==> config.mk <==
export PLATFORM = sky130hd
export DESIGN_NAME = ser2par
export DESIGN_NICKNAME = d
export VERILOG_FILES = /design/src/rtl/ser2par.sv
export SDC_FILE = /design/constraint.sdc
export NUM_CORES = 1
export LEC_CHECK = 0
export ABC_CLOCK_PERIOD_IN_PS = 1500
export CELL_PAD_IN_SITES_DETAIL_PLACEMENT = 2
export CELL_PAD_IN_SITES_GLOBAL_PLACEMENT = 2
export CORE_UTILIZATION = 29
export DETAILED_ROUTE_END_ITERATION = 8
export PLACE_DENSITY = 0.74
export SETUP_SLACK_MARGIN = 0.15
export SLEW_MARGIN = 15
export SYNTH_ARGS = -nofsm -noshare
export SYNTH_HDL_FRONTEND = slang
export SYNTH_SLANG_ARGS = --single-unit
==> constraint.sdc <==
create_clock -name clk_i -period 1.5 [get_ports clk_i]
set_clock_uncertainty 0.2 [all_clocks]
set_input_delay 0.15 -clock clk_i [delete_from_list [all_inputs] [get_ports clk_i]]
set_output_delay 0.15 -clock clk_i [all_outputs]
set_load 0.03 [all_outputs]
==> src/rtl/ser2par.sv <==
// Serial-to-parallel deserializer with a registered valid/ready output and sticky overflow.
// Optional even-parity check bit per word is enabled by defining SER2PAR_PARITY_EN.
module ser2par #(
    parameter int unsigned DATA_WIDTH = 4,
    parameter bit          MSB_FIRST  = 1'b1
) (
    input  logic                  clk_i,
    input  logic                  reset_i,
    input  logic                  data_serial_i,
    input  logic                  data_valid_i,
    input  logic                  par_ready_i,
    output logic [DATA_WIDTH-1:0] data_parallel_o,
    output logic                  par_valid_o,
    output logic                  overflow_o,
    output logic                  parity_err_o
);

    localparam int unsigned     CntW    = (DATA_WIDTH > 1) ? $clog2(DATA_WIDTH) : 1;
    localparam logic [CntW-1:0] CntLast = CntW'(DATA_WIDTH - 1);

    logic [CntW-1:0]       cnt_q, cnt_d;
    logic [DATA_WIDTH-1:0] shift_q, shift_d, shifted;
    logic [DATA_WIDTH-1:0] data_q, data_d;
    logic                  valid_q, valid_d;
    logic                  ovf_q, ovf_d;
    logic                  perr_q, perr_d;

    logic                  word_done;
    logic [DATA_WIDTH-1:0] word;
    logic                  word_perr;

    always_comb begin
        if (MSB_FIRST) begin
            shifted = {shift_q[DATA_WIDTH-2:0], data_serial_i};
        end else begin
            shifted = {data_serial_i, shift_q[DATA_WIDTH-1:1]};
        end
    end

`ifdef SER2PAR_PARITY_EN
    typedef enum logic {StCollect, StParity} state_e;
    state_e state_q, state_d;

    always_comb begin
        state_d   = state_q;
        cnt_d     = cnt_q;
        shift_d   = shift_q;
        word_done = 1'b0;
        word      = shift_q;
        word_perr = 1'b0;
        if (data_valid_i) begin
            unique case (state_q)
                StCollect: begin
                    shift_d = shifted;
                    if (cnt_q == CntLast) begin
                        cnt_d   = '0;
                        state_d = StParity;
                    end else begin
                        cnt_d = cnt_q + CntW'(1);
                    end
                end
                StParity: begin
                    // Data bits are already in shift_q; this bit is only the check bit.
                    word_done = 1'b1;
                    word_perr = ^{shift_q, data_serial_i};
                    state_d   = StCollect;
                end
                default: state_d = StCollect;
            endcase
        end
    end

    always_ff @(posedge clk_i or posedge reset_i) begin
        if (reset_i) begin
            state_q <= StCollect;
        end else begin
            state_q <= state_d;
        end
    end
`else
    always_comb begin
        cnt_d     = cnt_q;
        shift_d   = shift_q;
        word_done = 1'b0;
        word      = shifted;
        word_perr = 1'b0;
        if (data_valid_i) begin
            shift_d = shifted;
            if (cnt_q == CntLast) begin
                cnt_d     = '0;
                word_done = 1'b1;
            end else begin
                cnt_d = cnt_q + CntW'(1);
            end
        end
    end
`endif

    // A handshake frees the output register on the same edge a new word may load.
    always_comb begin
        valid_d = valid_q & ~par_ready_i;
        data_d  = data_q;
        perr_d  = perr_q;
        ovf_d   = ovf_q;
        if (word_done) begin
            if (!valid_q || par_ready_i) begin
                data_d  = word;
                perr_d  = word_perr;
                valid_d = 1'b1;
            end else begin
                ovf_d = 1'b1;
            end
        end
    end

    always_ff @(posedge clk_i or posedge reset_i) begin
        if (reset_i) begin
            cnt_q   <= '0;
            shift_q <= '0;
            data_q  <= '0;
            valid_q <= 1'b0;
            ovf_q   <= 1'b0;
            perr_q  <= 1'b0;
        end else begin
            cnt_q   <= cnt_d;
            shift_q <= shift_d;
            data_q  <= data_d;
            valid_q <= valid_d;
            ovf_q   <= ovf_d;
            perr_q  <= perr_d;
        end
    end

    assign data_parallel_o = data_q;
    assign par_valid_o     = valid_q;
    assign overflow_o      = ovf_q;
    assign parity_err_o    = perr_q;

endmodule
# Word-level counts from Yosys, hierarchy flattened
# Cells that the tools add are included.
dict set report op_classes {
  addsub 1
  eq_ne 1
  muxes 5
  n_bitwise 3
  n_reduce_logical 4
}
# operator count
set op_table {}
lappend op_table {{1-bit two-way mux} 4}
lappend op_table {{2-bit AND reduction} 2}
lappend op_table {{2-bit by 1-bit adder with 2-bit output, second input constant} 1}
lappend op_table {{2-bit == test, second input constant} 1}
lappend op_table {{2-bit two-way mux} 1}
lappend op_table {{1-bit inverter} 2}
lappend op_table {{1-bit AND} 1}
lappend op_table {{1-bit logical NOT} 1}
lappend op_table {{1-bit logical OR} 1}
dict set report totals {
  regBits 11
  in_bits 5
  output_inout_bits 7
  wordCells 19
}

# Longest topological paths before layout
dict set report logic_depth {
  word_depth 4
  ltp_mapped 4
  mapped_depth_nobuf 4
}

# Worst setup path after synthesis
# No wires, ideal clock.
dict set report synth_path {
  kind {register to register}
  startpoint {register valid_q (netlist: par_valid_o)}
  endpoint {register data_q[0] (netlist: data_parallel_o[0])}
  setup_time_ns 0.125
  t_arrival_ns 1.130
  t_required_ns 1.175
  path_slack_ns 0.045
  path_stages_with_launch 4
  period_less_slack_ns 1.455
  path_cell_list {dfrtp_1 > nand2b_1 > nor2b_4 > mux2_2}
}
dict set report synth_via {
  elab_chain_cells 3
}
# element line_no
set synth_lines {}
lappend synth_lines {{start: declaration} 24} ;# logic valid_q, valid_d;
lappend synth_lines {{start signal: assignment} 128} ;# valid_q <= valid_d;
lappend synth_lines {{1-bit logical NOT} 106} ;# if (!valid_q || par_ready_i) begin
lappend synth_lines {{1-bit logical OR} 106}
lappend synth_lines {{2-bit AND reduction (no line)} -}
lappend synth_lines {{end signal: assignment} 127} ;# data_q <= data_d;
lappend synth_lines {{end: declaration} 23} ;# logic [DATA_WIDTH-1:0] data_q, data_d;
# Every way passes these cells.
# A chain may end at the register's enable or synchronous reset.

# Worst setup path in the final report
dict set report layout_path {
  startpoint {register cnt_q[0]}
  endpoint {register data_q[1] (netlist: data_parallel_o[1])}
}
dict set report layout_via {
  elab_chain_cells 4
}
# element line_no
set layout_lines {}
lappend layout_lines {{start: declaration} 21} ;# logic [CntW-1:0] cnt_q, cnt_d;
lappend layout_lines {{start signal: assignment} 125} ;# cnt_q <= cnt_d;
lappend layout_lines {{2-bit == test} 89} ;# if (cnt_q == CntLast) begin
lappend layout_lines {{1-bit two-way mux} 89}
lappend layout_lines {{1-bit two-way mux} 87} ;# if (data_valid_i) begin
lappend layout_lines {{2-bit AND reduction (no line)} -}
# Every way passes these cells.

==> results.py <==
metrics = {
    "run_status": {
        "status": "completed",
    },
    "yosys": {
        "syn_inst": 31,
        "ys_types": 12,
        "syn_nets": 37,
        "yosys_warnings": 0,
        "syn-cell-area_um2": 458,
        "syn_area_per_cell_um2": 14.8,
        "synth-seq-cells": 11,
        "ys_seq_area_share_pct": 60.1,
    },
    "floorplan": {
        "start_util_pct": 33.1,
        "fp.coreArea_um2": 1380,
        "die-area_um2": 1740,
        "ioPinCount": 12,
        "die_y_um": 41.7,
        "chipWidth_um": 41.7,
        "rows": 13,
    },
    "pwr": {
        "internal-power_uw": 860,
        "ir_worst_vdd_mv": 0.860,
        "pwr_density_cell_nw_per_um2": 2070,
        "p_leak_uw": 0.000306,
        "power.share.switching_pct": 36.7,
        "pwr-share-clk_pct": 14.2,
        "p_seq_share_pct": 37.4,
        "p_sw_uw": 497,
        "combPwrFrac_pct": 48.3,
    },
    "sta": {
        "finalSetupViolCount": 0,
        "fin_crit_sh_pct": 96.8,
        "layout_setup_ws_ns": 0.0480,
        "hold_viol": 0,
        "rsz0062_at_grt": "true",
        "period_minus_slack_ns": 1.45,
        "hold_slack_ns": 0.308,
        "max_freq_mhz": 689,
        "drv_slew": 0,
    },
    "clock_tree": {
        "cts_tree": "done",
        "insertion_delay_ns": 0.26,
        "path_clk_slew_ns": 0.07,
        "cts_root_buffer": "clkbuf_4",
        "h-tree-depth": 1,
        "clock-sinks": 11,
        "cts_max_path_buffers": 2,
        "cts_buffers": 3,
    },
    "routing": {
        "dr.first_iter.drc_count": 0,
        "via_per_inst": 4.50,
        "drtPass1Iterations": 1,
        "detail-route-antenna-nets": 0,
        "avgRoutedWirePerCell_um": 13.9,
        "drc": 0,
        "finalWirelength_um": 891,
        "dr_total_vias": 288,
    },
    "global_routing": {
        "antenna_found_initial": 0,
        "grt_pass1_vias": 320,
        "grtUsageTotal_pct": 11.6,
        "grt_max_degree": 12,
        "grt_pass1_wl_um": 1520,
        "overflow": 0,
    },
    "hold_path": {
        "hold_path.class": "reg -> reg",
    },
    "placement": {
        "post-place-cells": 56,
        "numPortBuffers": 10,
        "routabilityCongestion": 0.775,
        "hpwlAfterDp_um": 669,
        "pre_cts_ws_ns": -0.142,
    },
    "critical_path": {
        "crit_path_start_kind": "flop",
        "cp_data_arrival_time_ns": 1.40,
        "worstSetupPathType": "reg -> reg",
        "cp-end-kind": "flop",
        "cp_max_fo": 4,
        "cp.required_ns": 1.44,
    },
    "flow_run": {
        "drv_cap": 0,
    },
    "layout": {
        "areaGrowthSynthToFinish_pct": 43.4,
        "fin_cells": 64,
        "diodes": 0,
        "drive_gt1_share_pct": 57.1,
        "layout.nets": 56,
    },
}
## path summary, 6_finish.rpt
path,from,end,slack (ns),cells past startpoint
min in group asynchronous,reset_i,data_parallel_o[2],0.53,3
worst max register to register,cnt_q[0],data_parallel_o[1],0.05,4
worst min register to register,shift_q[2],shift_q[2],0.31,1
worst min-delay path,shift_q[2],shift_q[2],0.31,1
max in group asynchronous,reset_i,par_valid_o,0.37,3
worst max-delay path,cnt_q[0],data_parallel_o[1],0.05,4
## power by group through the flow
stage          clock network, uW  logic, uW  registers [uW]
2_1_floorplan                  0        203             641
3_3_place_gp                   0        561             486
3_5_place_dp                   0        582             499
4_1_cts                      206        651             507
5_1_grt                      215        705             520
6_report                     193        656             508
## layer usage
layer | routed length [um] | GRT usage [%] | up-vias
met5 | 0 | 0 | -
met4 | 0 | 1.94 | 0
met3 | 43 | 5.22 | 0
met2 | 429 | 19.4 | 11
met1 | 418 | 13.9 | 140
li1 | - | - | 137
## state kept, by name (all words and copies together) (netlist names)
signal / count
par_valid_o: 1
data_parallel_o: 4
cnt_q: 2
overflow_o: 1
shift_q: 3
## stage by stage
step	cell area (um2)	utilization (%)	power [uW]	setup TNS (ns)
6_report	657	47.5	1360	0
5_1_grt	657	47.5	1440	0
4_1_cts	659	47.7	1360	0
3_5_place_dp	578	41.8	1080	-0.541
3_3_place_gp	578	41.8	1050	-0.381
2_1_floorplan	459	-	844	0
## final cells by class
type	count	area [um2]
fill	135	726
sequential	11	277
multi-input combinational	17	191
timing repair buffer	16	136
clock buffer	4	26.3
tap	15	18.8
inverter	1	7.51
## layout by cell type, fill, tap and decap left out, types with 3 or more instances in the layout
cell type / instances
dfrtp_1: 10
mux2_2: 5
buf_4: 5
mux2_4: 4
clkdlybuf4s50_1: 4
clkbuf_4: 3
clkbuf_2: 3
clkdlybuf4s15_2: 3
## worst max-delay path, stage by stage, from the launching register on
cell	delay, ns
dfrtp_1	0.40
ha_4	0.17
nand2_4	0.05
nor2b_4	0.20
mux2_4	0.32
## synthesized netlist by cell type (all sizes together)
master   n  area share (%)
dfrtp   11              60
mux2     9              22
buf      2             3.3
nand2    2             3.3
conb     1            0.82
ha       1             2.7
inv      1            0.82
nand2b   1             1.4
nor2     1            0.82
nor2b    1             3.0
o21bai   1             1.6
## cell families after synthesis
family                     synth area share (%)
AOI/OAI and AO/OA                          1.64
adders and majority gates                  2.73
buffers and inverters                      4.10
DFF                                        60.1
muxes                                      22.1
other                                     0.819
and+or+nand+nor                            8.47
## repair_timing
item	in CTS	in global routing
resized for setup	20	5
buffers inserted	2	1
pin swaps	2	1
endpoints found under the setup margin	10	8
gates cloned	0	0
hold buffers	1	0
hold endpoints to repair	11	0
Power figures use the tool's default switching activity.
